**src/rtl/vga_layer_ctrl.sv**
```systemverilog
// Pixel source scheduler for vga_driver: selects a streamed window, a solid window
// or the background colour per request, with frame-synchronous shadow configuration.
module vga_layer_ctrl #(
  parameter int          CW           = 11,
  parameter logic [15:0] UF_COLOR_RST = 16'hF800
) (
  input  logic          clk,
  input  logic          rstn,
  input  logic          data_req,
  input  logic [CW-1:0] pixel_xpos,
  input  logic [CW-1:0] pixel_ypos,
  input  logic          vga_vs,
  output logic [15:0]   pixel_data,
  input  logic [15:0]   src_data,
  input  logic          src_valid,
  output logic          src_ready,
  output logic          src_sof,
  input  logic          cfg_wr,
  input  logic [3:0]    cfg_addr,
  input  logic [15:0]   cfg_wdata,
  output logic [15:0]   cfg_rdata,
  input  logic          cfg_commit
);

  typedef struct packed {
    logic [15:0]   bg_color;
    logic [CW-1:0] w0_x0;
    logic [CW-1:0] w0_y0;
    logic [CW-1:0] w0_x1;
    logic [CW-1:0] w0_y1;
    logic [15:0]   w0_color;
    logic [CW-1:0] w1_x0;
    logic [CW-1:0] w1_y0;
    logic [CW-1:0] w1_x1;
    logic [CW-1:0] w1_y1;
    logic          w1_en;
    logic          w0_en;
    logic [15:0]   uf_color;
  } cfg_t;

  cfg_t        stage;
  cfg_t        shadow;
  logic        vs_q;
  logic        boundary;
  logic        pending;
  logic        uf_sticky;
  logic [7:0]  frame_cnt;
  logic        in_w0;
  logic        in_w1;
  logic        underflow;

  // Half-open rectangle test; x1 <= x0 or y1 <= y0 naturally yields an empty window.
  function automatic logic in_window(
    input logic          en,
    input logic [CW-1:0] x0,
    input logic [CW-1:0] y0,
    input logic [CW-1:0] x1,
    input logic [CW-1:0] y1,
    input logic [CW-1:0] x,
    input logic [CW-1:0] y
  );
    return en && (x >= x0) && (x < x1) && (y >= y0) && (y < y1);
  endfunction

  always_comb begin
    boundary  = vs_q & ~vga_vs;
    in_w0     = in_window(shadow.w0_en, shadow.w0_x0, shadow.w0_y0,
                          shadow.w0_x1, shadow.w0_y1, pixel_xpos, pixel_ypos);
    in_w1     = in_window(shadow.w1_en, shadow.w1_x0, shadow.w1_y0,
                          shadow.w1_x1, shadow.w1_y1, pixel_xpos, pixel_ypos);
    src_ready = data_req & in_w1;
    underflow = src_ready & ~src_valid;
  end

  always_ff @(posedge clk or negedge rstn) begin
    if (!rstn) begin
      stage          <= '0;
      stage.uf_color <= UF_COLOR_RST;
    end else if (cfg_wr) begin
      case (cfg_addr)
        4'd0:  stage.bg_color <= cfg_wdata;
        4'd1:  stage.w0_x0    <= cfg_wdata[CW-1:0];
        4'd2:  stage.w0_y0    <= cfg_wdata[CW-1:0];
        4'd3:  stage.w0_x1    <= cfg_wdata[CW-1:0];
        4'd4:  stage.w0_y1    <= cfg_wdata[CW-1:0];
        4'd5:  stage.w0_color <= cfg_wdata;
        4'd6:  stage.w1_x0    <= cfg_wdata[CW-1:0];
        4'd7:  stage.w1_y0    <= cfg_wdata[CW-1:0];
        4'd8:  stage.w1_x1    <= cfg_wdata[CW-1:0];
        4'd9:  stage.w1_y1    <= cfg_wdata[CW-1:0];
        4'd10: begin
          stage.w0_en <= cfg_wdata[0];
          stage.w1_en <= cfg_wdata[1];
        end
        4'd11: stage.uf_color <= cfg_wdata;
        default: ;
      endcase
    end
  end

  // Shadow copy takes the staging value from before any write landing in the same cycle.
  always_ff @(posedge clk or negedge rstn) begin
    if (!rstn) begin
      shadow          <= '0;
      shadow.uf_color <= UF_COLOR_RST;
    end else if (boundary && (pending || cfg_commit)) begin
      shadow <= stage;
    end
  end

  always_ff @(posedge clk or negedge rstn) begin
    if (!rstn) begin
      vs_q      <= 1'b1;
      src_sof   <= 1'b0;
      frame_cnt <= 8'd0;
      pending   <= 1'b0;
    end else begin
      vs_q    <= vga_vs;
      src_sof <= boundary;
      if (boundary) begin
        frame_cnt <= frame_cnt + 8'd1;
        pending   <= 1'b0;
      end else if (cfg_commit) begin
        pending <= 1'b1;
      end
    end
  end

  // A fresh underflow outranks a simultaneous clear so the event is never lost.
  always_ff @(posedge clk or negedge rstn) begin
    if (!rstn) begin
      uf_sticky <= 1'b0;
    end else if (underflow) begin
      uf_sticky <= 1'b1;
    end else if (cfg_wr && (cfg_addr == 4'd15)) begin
      uf_sticky <= 1'b0;
    end
  end

  always_ff @(posedge clk or negedge rstn) begin
    if (!rstn) begin
      pixel_data <= 16'h0000;
    end else if (!data_req) begin
      pixel_data <= 16'h0000;
    end else if (in_w1) begin
      pixel_data <= src_valid ? src_data : shadow.uf_color;
    end else if (in_w0) begin
      pixel_data <= shadow.w0_color;
    end else begin
      pixel_data <= shadow.bg_color;
    end
  end

  always_comb begin
    cfg_rdata = 16'h0000;
    case (cfg_addr)
      4'd0:  cfg_rdata = stage.bg_color;
      4'd1:  cfg_rdata = 16'(stage.w0_x0);
      4'd2:  cfg_rdata = 16'(stage.w0_y0);
      4'd3:  cfg_rdata = 16'(stage.w0_x1);
      4'd4:  cfg_rdata = 16'(stage.w0_y1);
      4'd5:  cfg_rdata = stage.w0_color;
      4'd6:  cfg_rdata = 16'(stage.w1_x0);
      4'd7:  cfg_rdata = 16'(stage.w1_y0);
      4'd8:  cfg_rdata = 16'(stage.w1_x1);
      4'd9:  cfg_rdata = 16'(stage.w1_y1);
      4'd10: cfg_rdata = {14'b0, stage.w1_en, stage.w0_en};
      4'd11: cfg_rdata = stage.uf_color;
      4'd15: cfg_rdata = {uf_sticky, pending, 6'b0, frame_cnt};
      default: cfg_rdata = 16'h0000;
    endcase
  end

endmodule

```
**config.mk**
```make
export PLATFORM = sky130hd
export DESIGN_NAME = vga_layer_ctrl
export DESIGN_NICKNAME = d
export VERILOG_FILES = /design/src/rtl/vga_layer_ctrl.sv
export SDC_FILE = /design/constraint.sdc
export NUM_CORES = 1
export LEC_CHECK = 0
export BUFFER_PORTS_ARGS = -buffer_cell sky130_fd_sc_hd__clkbuf_2
export CELL_PAD_IN_SITES_DETAIL_PLACEMENT = 1
export CELL_PAD_IN_SITES_GLOBAL_PLACEMENT = 1
export CORE_ASPECT_RATIO = 0.8
export CORE_MARGIN = 3
export CORE_UTILIZATION = 55
export CTS_BUF_LIST = sky130_fd_sc_hd__clkbuf_4 sky130_fd_sc_hd__clkbuf_8
export CTS_CLUSTER_DIAMETER = 60
export DETAILED_ROUTE_END_ITERATION = 8
export GPL_TIMING_DRIVEN = 1
export PLACE_DENSITY = 0.95
export RECOVER_POWER = 100
export SETUP_SLACK_MARGIN = 0.15
export SYNTH_ARGS = -nofsm -noshare
export SYNTH_HDL_FRONTEND = slang
export SYNTH_SLANG_ARGS = --single-unit
```
**constraint.sdc**
```tcl
create_clock -name clk -period 9.4 [get_ports clk]
set_clock_uncertainty 0.2 [all_clocks]
set_input_delay 2.35 -clock clk [delete_from_list [all_inputs] [get_ports clk]]
set_output_delay 2.35 -clock clk [all_outputs]
set_load 0.01 [all_outputs]
```
==> results.md, run 1 <==
Outcome:
- The flow ran to the end, but the final reports show violations.
- The checks that failed: max-capacitance violations, max-slew violations.

Synthesis:
- After synthesis, the most frequently instantiated cells are sky130_fd_sc_hd__dfrtp_1, sky130_fd_sc_hd__mux2_1, sky130_fd_sc_hd__nand2_1.
- The synthesized flop and latch total is 304.
- After synthesis the cells add up to 14600 µm².
- The cell with the most instances after synthesis is sky130_fd_sc_hd__dfrtp_1.
- Counting flops with a built-in enable in the synthesized netlist gives 0.
- The largest area contributor in the synthesized netlist is sky130_fd_sc_hd__dfrtp_1.
- The net count of the mapped netlist is 1386.
- Each instance of the synthesized netlist takes up on average 11.8 µm².
- The dominant synthesized flop cell is sky130_fd_sc_hd__dfrtp_1.
- After synthesis, the cell types taking the most area are sky130_fd_sc_hd__dfrtp_1, sky130_fd_sc_hd__mux2_1, sky130_fd_sc_hd__ha_1.
- The number of warnings issued by yosys is 0.
- The count of distinct cell types in the synthesized netlist is 56.
- The share of the Yosys chip area taken by registers is 0.523.
- Synthesis produced 1236 cells.
- Of all flip-flops after synthesis, the portion carrying an async set or reset was 1.00.
- The share of synthesized area in the top cell type comes to 0.503.

GRT:
- Entering global routing, the biggest net connects 219 pins.
- The first global-routing pass estimated 83.4 mm of wire.
- The number of antenna violations at the first check in global routing was 4.
- The number of global-route vias before repair came to 13000.
- Summed over all layers, the global routing overflow is 0.
- Across every metal layer, demand over resource in global routing totals 0.395.

Clock network:
- The root cell of the clock tree is sky130_fd_sc_hd__clkbuf_8.
- The number of hold buffers added after cts is 0.
- The later pin in the worst-skew pair is clocked with a latency of 0.62 ns.
- The number of buffers created by CTS is 47.
- The post-CTS resize count is 0.
- In this run the post-CTS setup repair buffer count came out at 0.
- The clock transition time at the flip-flop clock pins of the worst setup and hold paths is 0.06 ns.
- In this run the number of H-tree levels came out at 2.
- The clock sink count is 304.
- The longest clock path from root to sink contains 3 buffers.
- The TritonCTS clock tree is done.

Drt:
- The average detailed-routed wire length per instance is 33.0 µm.
- The detailed router placed 11900 vias in this run.
- The first detailed-routing pass ran for 8 iterations.
- For this run, design rule violations remaining after detail routing come to 0.
- In the routed layout, each cell is associated on average with a via count of 6.94.
- The total length of routed wires is 56.6 mm.
- The violation count after the first detailed-routing iteration is 1696.
- In this run the remaining antenna-violating nets after routing total 0.

Floorplan:
- The floorplan step defined a core boundary enclosing 25700 µm².
- Pin placement for this block handled 99 I/O pins.
- The die width is 188 µm.
- The floorplan step set the die height to 152 µm.
- For this configuration, the core starts out at a cell density of 0.567.
- The number of placement rows is 52.
- The die covers 28500 µm².

Place:
- Prior to clock tree synthesis, the placed netlist has a worst setup slack of 1.55 ns.
- The detailed placement HPWL is 35.5 mm.
- The total of buffers placed on input and output ports is 98.
- The final weighted congestion in routability-driven placement is 0.975.

Pwr:
- The worst-case IR drop observed on VDD is 0.168 mV.
- For this design the static power due to leakage is 7.49 nW.
- Dividing total power by cell area gives a power density of 258 nW/µm².

Critical path:
- The highest cell delay on the worst timing path is 2.21 ns.
- Grouping stages by cell kind, the critical path spends the most delay in simple AND/OR/NAND/NOR gates.
- Measured in cells, the most critical reg-to-reg path has a length of 5.
- The most critical setup path has its startpoint at cfg_addr[0].
- Data on the critical path is required at its endpoint by 6.85 ns.
- The signal on the critical path passes through clkbuf_1, nor4_1, buf_4, a22o_1, a221oi_1, nand3_1, clkbuf_1.
- The worst reg2reg path endpoint is shadow[35].
- The critical path runs through a total of 7 cells.
- The beginning of the worst register-to-register path is vs_q.
- The startpoint type of the worst setup path is a primary input.
- The end point of the critical path is cfg_rdata[2].
- The reg-to-reg setup timing slack is 2.89 ns.
- For the worst setup path, the data arrival time is 6.23 ns.
- By startpoint and endpoint, the worst setup path is classified as primary input to output pin.
- The most numerous cell type found on the critical path is sky130_fd_sc_hd__clkbuf_1.
- The slowest stage of the critical path is the sky130_fd_sc_hd__nor4_1 cell.
- The endpoint kind of the worst setup timing path is an output pin.
- The number of buffers and inverters on the critical path is 3.
- The biggest fanout along the worst timing path is 13.

Cells and area:
- The synthesis-to-layout area growth is 11.5%.
- The fraction of final layout cells sized beyond drive strength 1 is 0.190.
- Once layout is complete, the utilization of the core stands at 0.632.
- The net count of the finished layout is 1472.

Timing:
- At the pin with the least slew margin, the transition time is 6.08 ns.
- The worst pin sits at a relative slew slack of -3.05.
- Derived from the worst setup path, the maximum achievable clock frequency is 114 MHz.
- For the final routed database, the setup TNS stands at 0 ns.
- The number of endpoints with negative hold slack in the final report was 0.
- Setup repair after global routing left no endpoint under its margin.
- Setup violations remaining at the end of the flow were counted as 0.
- The max-slew violation count was 394.
- The worst path meets setup with 0.621 ns of slack.
- In the finished design, the share of the clock period the worst path needs comes to 0.934.
- After layout, the minimum clock period comes to 8.78 ns.

Min path:
- The worst min-delay path class is register to register.
- The worst hold path begins at shadow[4].

Job:
- The count of max-cap constraint violations is 6.
-- per-stage QoR --
stage | cell area [µm²] | power (W) | hold slack, ns | cells
detailed placement | 15300 | 0.00282 | 0.297 | 1624
global route | 16200 | 0.00431 | 0.317 | 1712
floorplan | 14600 | 0.00237 | 0.240 | 1236
CTS | 16400 | 0.00414 | 0.311 | 1711
finish | 16300 | 0.00419 | 0.312 | 1714
global placement | 15300 | 0.00267 | 0.262 | 1624
-- final cells by class --
cell class / instances / area [µm²]
fillers: 2662 / 9450
multi-input cells: 773 / 6300
repair buffers: 107 / 503
flip-flops and latches: 304 / 7620
clock buffers: 82 / 991
diodes: 3 / 7.51
inverters: 89 / 334
well taps: 351 / 439
clock inverters: 5 / 56.3
-- metal layers --
layer  up-vias  part of all wire  track usage
met1      6046              0.36        0.464
met4         4             0.072        0.232
li1       4606                 -            -
met2       911              0.47        0.653
met3       333              0.10        0.118
met5         -           0.00048            0
-- sequential cells by signal, indices dropped and copies added, names as in the netlist --
register,flops
vs_q,1
pending,1
pixel_data,16
shadow,138
stage,138
frame_cnt,8
uf_sticky,1
src_sof,1
-- power by group --
part | total (W) | internal, W | leakage [nW] | switching, W
Sequential | 0.00199 | 0.00166 | 3.78 | 0.000334
Combinational | 0.000925 | 0.000377 | 3.15 | 0.000548
Clock | 0.00127 | 0.000689 | 0.559 | 0.000580
-- how the worst min path moves through the flow --
stage | to | cells after the start | slack, ns
after floorplan | frame_cnt[7] | 1 | 0.24
after global placement | uf_sticky | 2 | 0.26
after detailed placement | shadow[65] | 1 | 0.30
after CTS | shadow[4] | 1 | 0.31
after global routing | shadow[4] | 1 | 0.32
final | shadow[4] | 1 | 0.31
-- placed cells by master (no fill, tap or decap), types with 12 or more instances in the layout --
master	instances
sky130_fd_sc_hd__ha_1	85
sky130_fd_sc_hd__inv_1	89
sky130_fd_sc_hd__mux2_1	131
sky130_fd_sc_hd__a22oi_1	24
sky130_fd_sc_hd__clkbuf_1	40
sky130_fd_sc_hd__clkbuf_8	60
sky130_fd_sc_hd__a22o_1	12
sky130_fd_sc_hd__nand3_1	20
sky130_fd_sc_hd__mux2i_1	16
sky130_fd_sc_hd__nor2_1	23
sky130_fd_sc_hd__clkbuf_2	61
sky130_fd_sc_hd__nand2_1	113
sky130_fd_sc_hd__a21oi_1	35
sky130_fd_sc_hd__o21ai_0	86
sky130_fd_sc_hd__clkbuf_4	22
sky130_fd_sc_hd__dfrtp_1	293
sky130_fd_sc_hd__o31ai_1	17
sky130_fd_sc_hd__mux2_2	84
sky130_fd_sc_hd__a221oi_1	16
-- cells by family after synthesis --
kind of cell	count (synthesis)	share of synthesized area
flops	304	0.523
xor+xnor	7	0.00420
mux	232	0.179
fa+ha+maj	85	0.0729
buf+inv	159	0.0438
compound gates	248	0.113
simple gates	201	0.0647
Power figures use the tool's default switching activity.
==> run 2, diff against run 1 <==
--- a/config.mk
+++ b/config.mk
@@ -7,15 +7,15 @@
 export LEC_CHECK = 0
 export BUFFER_PORTS_ARGS = -buffer_cell sky130_fd_sc_hd__clkbuf_2
 export CELL_PAD_IN_SITES_DETAIL_PLACEMENT = 1
-export CELL_PAD_IN_SITES_GLOBAL_PLACEMENT = 1
+export CELL_PAD_IN_SITES_GLOBAL_PLACEMENT = 2
 export CORE_ASPECT_RATIO = 0.8
 export CORE_MARGIN = 3
-export CORE_UTILIZATION = 55
+export CORE_UTILIZATION = 46
 export CTS_BUF_LIST = sky130_fd_sc_hd__clkbuf_4 sky130_fd_sc_hd__clkbuf_8
 export CTS_CLUSTER_DIAMETER = 60
 export DETAILED_ROUTE_END_ITERATION = 8
 export GPL_TIMING_DRIVEN = 1
-export PLACE_DENSITY = 0.95
+export PLACE_DENSITY = 0.94
 export RECOVER_POWER = 100
 export SETUP_SLACK_MARGIN = 0.15
 export SYNTH_ARGS = -nofsm -noshare
==> run 2 against run 1 <==
Effect of this change: the flow still finishes with violations (max-capacitance violations, max-slew violations); worst hold slack lost 0.0046 ns; critical path depth grew 4; sequential share of layout area shrank 0.33 points; first-iteration DRC count shrank 40%; fmax grew 4.7%; worst setup slack gained 0.40 ns; count of clock-buffer cells in the layout grew 3; cell count grew 3.6%; register-to-register slack gained 0.95 ns; largest power group unchanged; highest routed layer unchanged.
==> results.md, run 2 (synthesis results as in run 1) <==
Outcome:
- The flow ran to the end, but the final reports show violations.
- The final reports fail on max-capacitance violations, max-slew violations.

Place:
- The placed standard-cell area is 15400 µm².
- The post-placement worst setup slack is 1.70 ns.
- The final weighted congestion in routability-driven placement is 0.929.
- In this run the tool buffered the top-level ports with 98 buffer cells.
- The detailed placement HPWL is 32.4 mm.

Floorplan:
- The die width is 205 µm.
- The die is 165 µm tall.
- In this run the count of I/O pins placed on the die edge is 99.
- The number of placement rows is 57.
- The die covers 33900 µm².
- The total core area is 30800 µm².
- The initial core utilization is 0.473.

Cells and area:
- The fraction of final layout cells sized beyond drive strength 1 is 0.194.
- The largest registers in the layout are shadow x138, stage x138, pixel_data x16.
- The number of inserted filler cells in the final layout is 3309.
- The most common cell after layout, fill and taps aside is sky130_fd_sc_hd__dfrtp_1.
- The total number of nets in the final design is 1471.
- Leaving out fill and tap cells, the most frequent cells in the layout are sky130_fd_sc_hd__dfrtp_1, sky130_fd_sc_hd__mux2_1, sky130_fd_sc_hd__nand2_1.
- From synthesis to final layout, the design area changed by 12.2%.
- The summed area of non-filler cells in the final layout is 16400 µm².

Timing:
- Adding up every negative setup slack in the final design gives 0 ns.
- The max-slew violation count came to 364.
- The upper clock frequency limit is 119 MHz.
- The share of the clock period used by the worst path is 0.892.
- The setup slack of the critical path after layout is 1.02 ns.
- Setup repair after global routing left no endpoint under its margin.
- The final count of negative-setup-slack endpoints is 0.
- The worst path needs 8.38 ns of the cycle, external delays included.
- The measured slew at the worst slew-check pin is 5.67 ns.
- The worst slew margin relative to its limit is -2.78.
- The number of endpoints with negative hold slack in the final report is 0.

Pwr:
- The total power divided by cell area is 247 nW/µm².
- IR analysis of the VDD net gives a maximum drop of 0.124 mV.
- In this run the static leakage power is 7.50 nW.

Critical path:
- The data arrival time of the critical path is 5.83 ns.
- The number of buffers and inverters on the critical path is 3.
- Counting cells, the worst reg-to-reg path comes to 4.
- The beginning of the worst register-to-register path is vs_q.
- For this design, the slowest cell found on the critical path is sky130_fd_sc_hd__or2_0.
- The highest cell delay on the worst timing path is 0.95 ns.
- The most critical setup path has its startpoint at pixel_ypos[0].
- The critical path in this run is classified as primary input to output pin.
- The worst setup path is launched from a primary input.
- The worst reg2reg path endpoint is shadow[106].
- Of all nets on the critical path, the largest fanout is 18.
- The worst endpoint required time is 6.85 ns.
- The critical path ends at src_ready.
- STA classifies the critical path endpoint as an output pin.
- The critical path crosses 11 cells after its start point.
- The reg-to-reg setup timing slack is 3.84 ns.
- The kind of cell adding the most delay to the critical path is simple AND/OR/NAND/NOR gates.
- Walking the worst path, the cells encountered are clkbuf_2, inv_1, ha_1, nand2b_1, a211o_1, a2111oi_0, o21ai_0, nand3_1, or2_0, nor2_1, clkbuf_1.

Min path:
- The tightest min-delay check is of the register to register type.
- Counting instances, the worst hold path has a depth of 1.

Drt:
- For this block, the initial DRC count from the detailed router was 1018.
- Using the TritonRoute via totals, the vias-per-cell ratio works out to 6.00.
- The final layout contains routed wiring with a total length of 46.1 mm.
- In the routed design, unresolved DRC markers number 0.
- The number of vias in the routed layout is 10700.
- In the final routed layout, each cell accounts on average for 26.0 µm.
- The number of detailed-route iterations in the first pass is 6.
- The count of nets left with antenna violations once routing finished came out at 0.

Clock network:
- In this run, post-CTS hold repair placed 0 buffers.
- The H-tree level count is 2.
- The clock net in this run drives a total of 304 sinks.
- The clock transition time at the flip-flop clock pins of the worst setup and hold paths is 0.06 ns.
- The buffer depth of the longest clock path is 3.
- The TritonCTS clock tree is done.
- The root cell of the clock tree is sky130_fd_sc_hd__clkbuf_8.
- TritonCTS created 49 clock buffers.
- The number of setup buffers added after CTS is 0.
- The post-CTS resize count is 0.
- The clock latency on the worst-skew pair is 0.59 ns.

GRT:
- The number of antenna violations at the first check in global routing came to 3.
- The number of global-route vias before repair is 11500.
- The total overflow reported by the global router is 0.
- The global routing usage summed across all routing layers is 0.275.
- The largest net degree at the start of global routing is 219.
- The first global-routing pass estimated 70.4 mm of wire.

Job:
- The count of max-cap constraint violations is 5.
-- run 2: changes by cell type in the layout (fill, tap and decap cells not counted), moves of 3 or more --
cell                       previous run  this run
sky130_fd_sc_hd__clkbuf_8            60        66
sky130_fd_sc_hd__mux2_1             131       126
sky130_fd_sc_hd__mux2_2              84        89
sky130_fd_sc_hd__buf_4                5         2
sky130_fd_sc_hd__clkbuf_4            22        19
-- run 2: worst register-to-register path, stage by stage (launching register included) --
cell	delay, ns
sky130_fd_sc_hd__dfstp_2	0.51
sky130_fd_sc_hd__nor2b_1	0.62
sky130_fd_sc_hd__nor2b_4	0.27
sky130_fd_sc_hd__clkbuf_2	2.84
sky130_fd_sc_hd__o21ai_0	0.79
-- run 2: per-layer routing --
| metal | global-route usage | wire length, µm | up-vias |
|---|---|---|---|
| li1 | - | - | 4602 |
| met1 | 0.378 | 19700 | 5528 |
| met2 | 0.437 | 21600 | 417 |
| met3 | 0.0627 | 3450 | 103 |
| met4 | 0.0863 | 1280 | 2 |
| met5 | 0 | 13 | - |
-- run 2: where the power goes --
part,internal [W],switching (W),leakage (nW),total [W]
sequential,0.00166,0.000293,3.78,0.00195
clock,0.000727,0.000545,0.588,0.00127
combinational,0.000371,0.000451,3.14,0.000822
-- run 2: final cells by class --
| type | count | area [µm²] | share of cell area |
|---|---|---|---|
| Tap cell | 413 | 517 | 0.0316 |
| Antenna cell | 2 | 5.00 | 0.000306 |
| Inverter | 89 | 334 | 0.0204 |
| Sequential cell | 304 | 7620 | 0.466 |
| Clock inverter | 5 | 52.6 | 0.00321 |
| Timing Repair Buffer | 104 | 490 | 0.0300 |
| Clock buffer | 85 | 1050 | 0.0642 |
| Multi-Input combinational cell | 773 | 6300 | 0.385 |
-- run 2: metrics by stage --
stage | power, W | utilization | hold slack (ns) | instances
floorplan | 0.00237 | - | 0.240 | 1236
global placement | 0.00269 | 0.499 | 0.261 | 1683
detailed placement | 0.00278 | 0.499 | 0.297 | 1683
CTS | 0.00406 | 0.535 | 0.311 | 1773
global route | 0.00426 | 0.531 | 0.323 | 1774
finish | 0.00404 | 0.531 | 0.307 | 1775
-- run 2: worst min-delay path by stage --
stage | to | from | slack [ns]
final | shadow[1] | shadow[1] | 0.31
after global routing | frame_cnt[7] | frame_cnt[7] | 0.32
after CTS | shadow[74] | shadow[74] | 0.31
after detailed placement | shadow[3] | shadow[3] | 0.30
after global placement | frame_cnt[7] | frame_cnt[7] | 0.26
after floorplan | frame_cnt[7] | frame_cnt[7] | 0.24
==> run 3, diff against run 2 <==
--- a/config.mk
+++ b/config.mk
@@ -15,7 +15,7 @@
 export CTS_CLUSTER_DIAMETER = 60
 export DETAILED_ROUTE_END_ITERATION = 8
 export GPL_TIMING_DRIVEN = 1
-export PLACE_DENSITY = 0.94
+export PLACE_DENSITY_LB_ADDON = 0.1
 export RECOVER_POWER = 100
 export SETUP_SLACK_MARGIN = 0.15
 export SYNTH_ARGS = -nofsm -noshare
==> run 3 against run 2 <==
Effect of this change: the run still ends with max-capacitance violations, max-slew violations left; sequential power about the same; clock power shrank 4%; sequential cell count stayed put; sequential share of layout area grew 0.093 points; worst setup slack improved by 0.12 ns; die area unchanged; via count fell by 3.7%; non-clock buffer count grew 7; cell count is 0.23% higher; critical path type unchanged.
==> results.md, run 3 (synthesis results as in run 1) <==
GRT:
- Entering global routing, the biggest net connects 172 pins.
- For this run the aggregate overflow at the end of global routing stands at 0.
- The number of antenna violations at the first check in global routing is 1.
- The number of global-route vias before repair is 10800.
- The global routing usage summed across all routing layers is 0.268.
- The global-route wire length before repair is 67.6 mm.

Min path:
- Counting instances, the worst hold path has a depth of 1.
- In this run the most critical hold path is launched from frame_cnt[7].
- The worst min-delay path class is register to register.
- The path with the worst hold slack has its endpoint at frame_cnt[7].

Cells and area:
- The summed area of non-filler cells in the final layout is 16300 µm².
- The most common cell after layout, fill and taps aside is sky130_fd_sc_hd__dfrtp_1.
- In the layout the commonest cells are sky130_fd_sc_hd__dfrtp_1, sky130_fd_sc_hd__mux2_1, sky130_fd_sc_hd__nand2_1.
- The area growth from synthesis to layout is 12.0%.
- At the end of the flow, the number of nets in the layout was 1479.
- The fraction of final layout cells sized beyond drive strength 1 is 0.193.
- In the final layout, the registers with the most flip-flops are shadow x138, stage x138, pixel_data x16.
- The repair_antennas step left the layout with diodes totalling 0.

Critical path:
- On the critical path, the stage with the largest delay is an instance of sky130_fd_sc_hd__or2_0.
- The worst setup path is captured at an output pin.
- The biggest fanout along the worst timing path is 18.
- Counting stages on the worst path, the most repeated cell is sky130_fd_sc_hd__clkbuf_1.
- The endpoint identified for the worst register-to-register timing path is shadow[16].
- The worst endpoint required time is 6.85 ns.
- The highest cell delay on the worst timing path is 0.93 ns.
- The signal on the critical path passes through clkbuf_1, inv_1, ha_1, nand2b_1, a211o_1, a2111oi_0, o21ai_0, nand3_2, or2_0, nor2_1, clkbuf_1.
- The worst setup path is launched from a primary input.
- The beginning of the worst register-to-register path is vs_q.
- The kind of critical path is primary input to output pin.
- The data arrival time of the critical path is 5.71 ns.
- The worst register-to-register path has a setup slack of 3.63 ns.
- The worst-case reg-to-reg path depth is 6.

Timing:
- Counting I/O delays and the setup requirement, the final critical path takes 8.26 ns.
- The share of the clock period used by the worst path is 0.879.
- The number of endpoints with negative hold slack in the final report is 0.
- The max-slew violation count was 247.
- The upper clock frequency limit is 121 MHz.
- The final count of negative-setup-slack endpoints is 0.
- The worst pin sits at a relative slew slack of -2.12.
- Setup repair after global routing left no endpoint under its margin.
- At the pin with the least slew margin, the transition time is 4.68 ns.
- After routing, the total negative slack on setup checks comes to 0 ns.

Pwr:
- The share of total power consumed by net switching is 0.315.
- Of the total power, the clock network draws 0.309.
- The internal power of the cells totals 0.00270 W.
- The share of total power dissipated in sequential elements is 0.487.
- The share of total power dissipated in combinational logic is 0.204.
- The analysis attributes to cell leakage a power of 7.48 nW.
- Dividing total power by cell area gives a power density of 242 nW/µm².
- The switching power total is 0.00124 W.
- The worst-case IR drop observed on VDD is 0.158 mV.

Clock network:
- TritonCTS built the clock tree.
- The number of hold buffers added after cts is 0.
- CTS built an H-tree with a depth of 2.
- After clock tree synthesis, the clock-pin slew on the worst setup and hold paths is 0.06 ns.
- Gates resized during post-CTS repair numbered 0.
- The number of buffers created by CTS is 50.
- Clock tree synthesis selected as its root buffer the cell sky130_fd_sc_hd__clkbuf_8.
- The clock latency on the worst-skew pair is 0.59 ns.
- The clock sink count is 304.
- The number of setup buffers added after CTS is 0.
- The buffer depth of the longest clock path is 3.

Drt:
- The via density per instance is 5.77.
- The number of detailed-route iterations in the first pass is 6.
- The detail route stage leaves a number of antenna-violating nets equal to 0.
- Summed over all layers, the routed wires come to 44.6 mm.
- The final route contains 10300 vias.
- The average detailed-routed wire length per instance is 25.1 µm.
- The post-detailed-route DRC marker count is 0.
- The violation count after the first detailed-routing iteration is 796.

Place:
- Once placement finished, the instance area stood at 15400 µm².
- The total of buffers placed on input and output ports is 98.
- Detailed placement ended at an HPWL of 32.5 mm.
- The congestion estimate from routability-driven global placement came to 0.858.

Floorplan:
- In this run the count of I/O pins placed on the die edge is 99.
- The die width is 205 µm.
- The number of placement rows is 57.
- The die area is 33900 µm².
- The total core area is 30800 µm².
- The vertical die dimension is 165 µm.
- The initial utilization of the core area, before any placement, comes to 0.473.

Job:
- The count of max-cap constraint violations is 5.

Outcome:
- The final reports fail on max-capacitance violations, max-slew violations.
- The run finished, with violations left.
## run 3: worst max-delay path: cells and delay by family
kind	cells	cell delay, ns
buf+inv	3	0.37
simple gates	4	1.59
compound gates	3	1.11
fa+ha+maj	1	0.28
## run 3: cell type report
class                           instances  area (µm²)
Inverter                               89         334
Clock buffer                           84        1020
Timing Repair Buffer                  111         517
Multi-Input combinational cell        773        6290
Fill cell                            3310       14500
Clock inverter                          5        33.8
Tap cell                              413         517
Sequential cell                       304        7620
## run 3: how the worst max path moves through the flow
stage                       start  cells after the start   endpoint
global placement    pixel_ypos[0]                     11  src_ready
CTS                 pixel_ypos[0]                     11  src_ready
detailed placement  pixel_ypos[0]                     11  src_ready
finish              pixel_ypos[0]                     11  src_ready
global route        pixel_ypos[0]                     11  src_ready
floorplan           pixel_ypos[0]                     11  src_ready
## run 3: through the flow
step	utilization	hold slack (ns)	total power (W)	cells	worst slack (ns)
floorplan	-	0.240	0.00237	1236	2.72
global placement	0.500	0.267	0.00271	1690	1.59
detailed placement	0.500	0.266	0.00276	1690	1.60
CTS	0.535	0.280	0.00400	1779	1.58
global route	0.530	0.293	0.00418	1779	0.817
finish	0.530	0.279	0.00395	1779	1.14
## run 3: power by group through the flow
stage          logic, W  registers, W  clock network (W)
2_1_floorplan  0.000555       0.00182                  0
3_3_place_gp   0.000786       0.00192                  0
3_5_place_dp   0.000823       0.00194                  0
4_1_cts        0.000831       0.00192            0.00125
5_1_grt        0.000913       0.00196            0.00131
6_report       0.000804       0.00192            0.00122
## run 3: metal layers
| metal | share of wire | track usage | vias to the layer above |
|---|---|---|---|
| li1 | - | - | 4615 |
| met1 | 0.46 | 0.389 | 5310 |
| met2 | 0.45 | 0.415 | 277 |
| met3 | 0.067 | 0.0584 | 54 |
| met4 | 0.016 | 0.0577 | 0 |
| met5 | 0 | 0 | - |
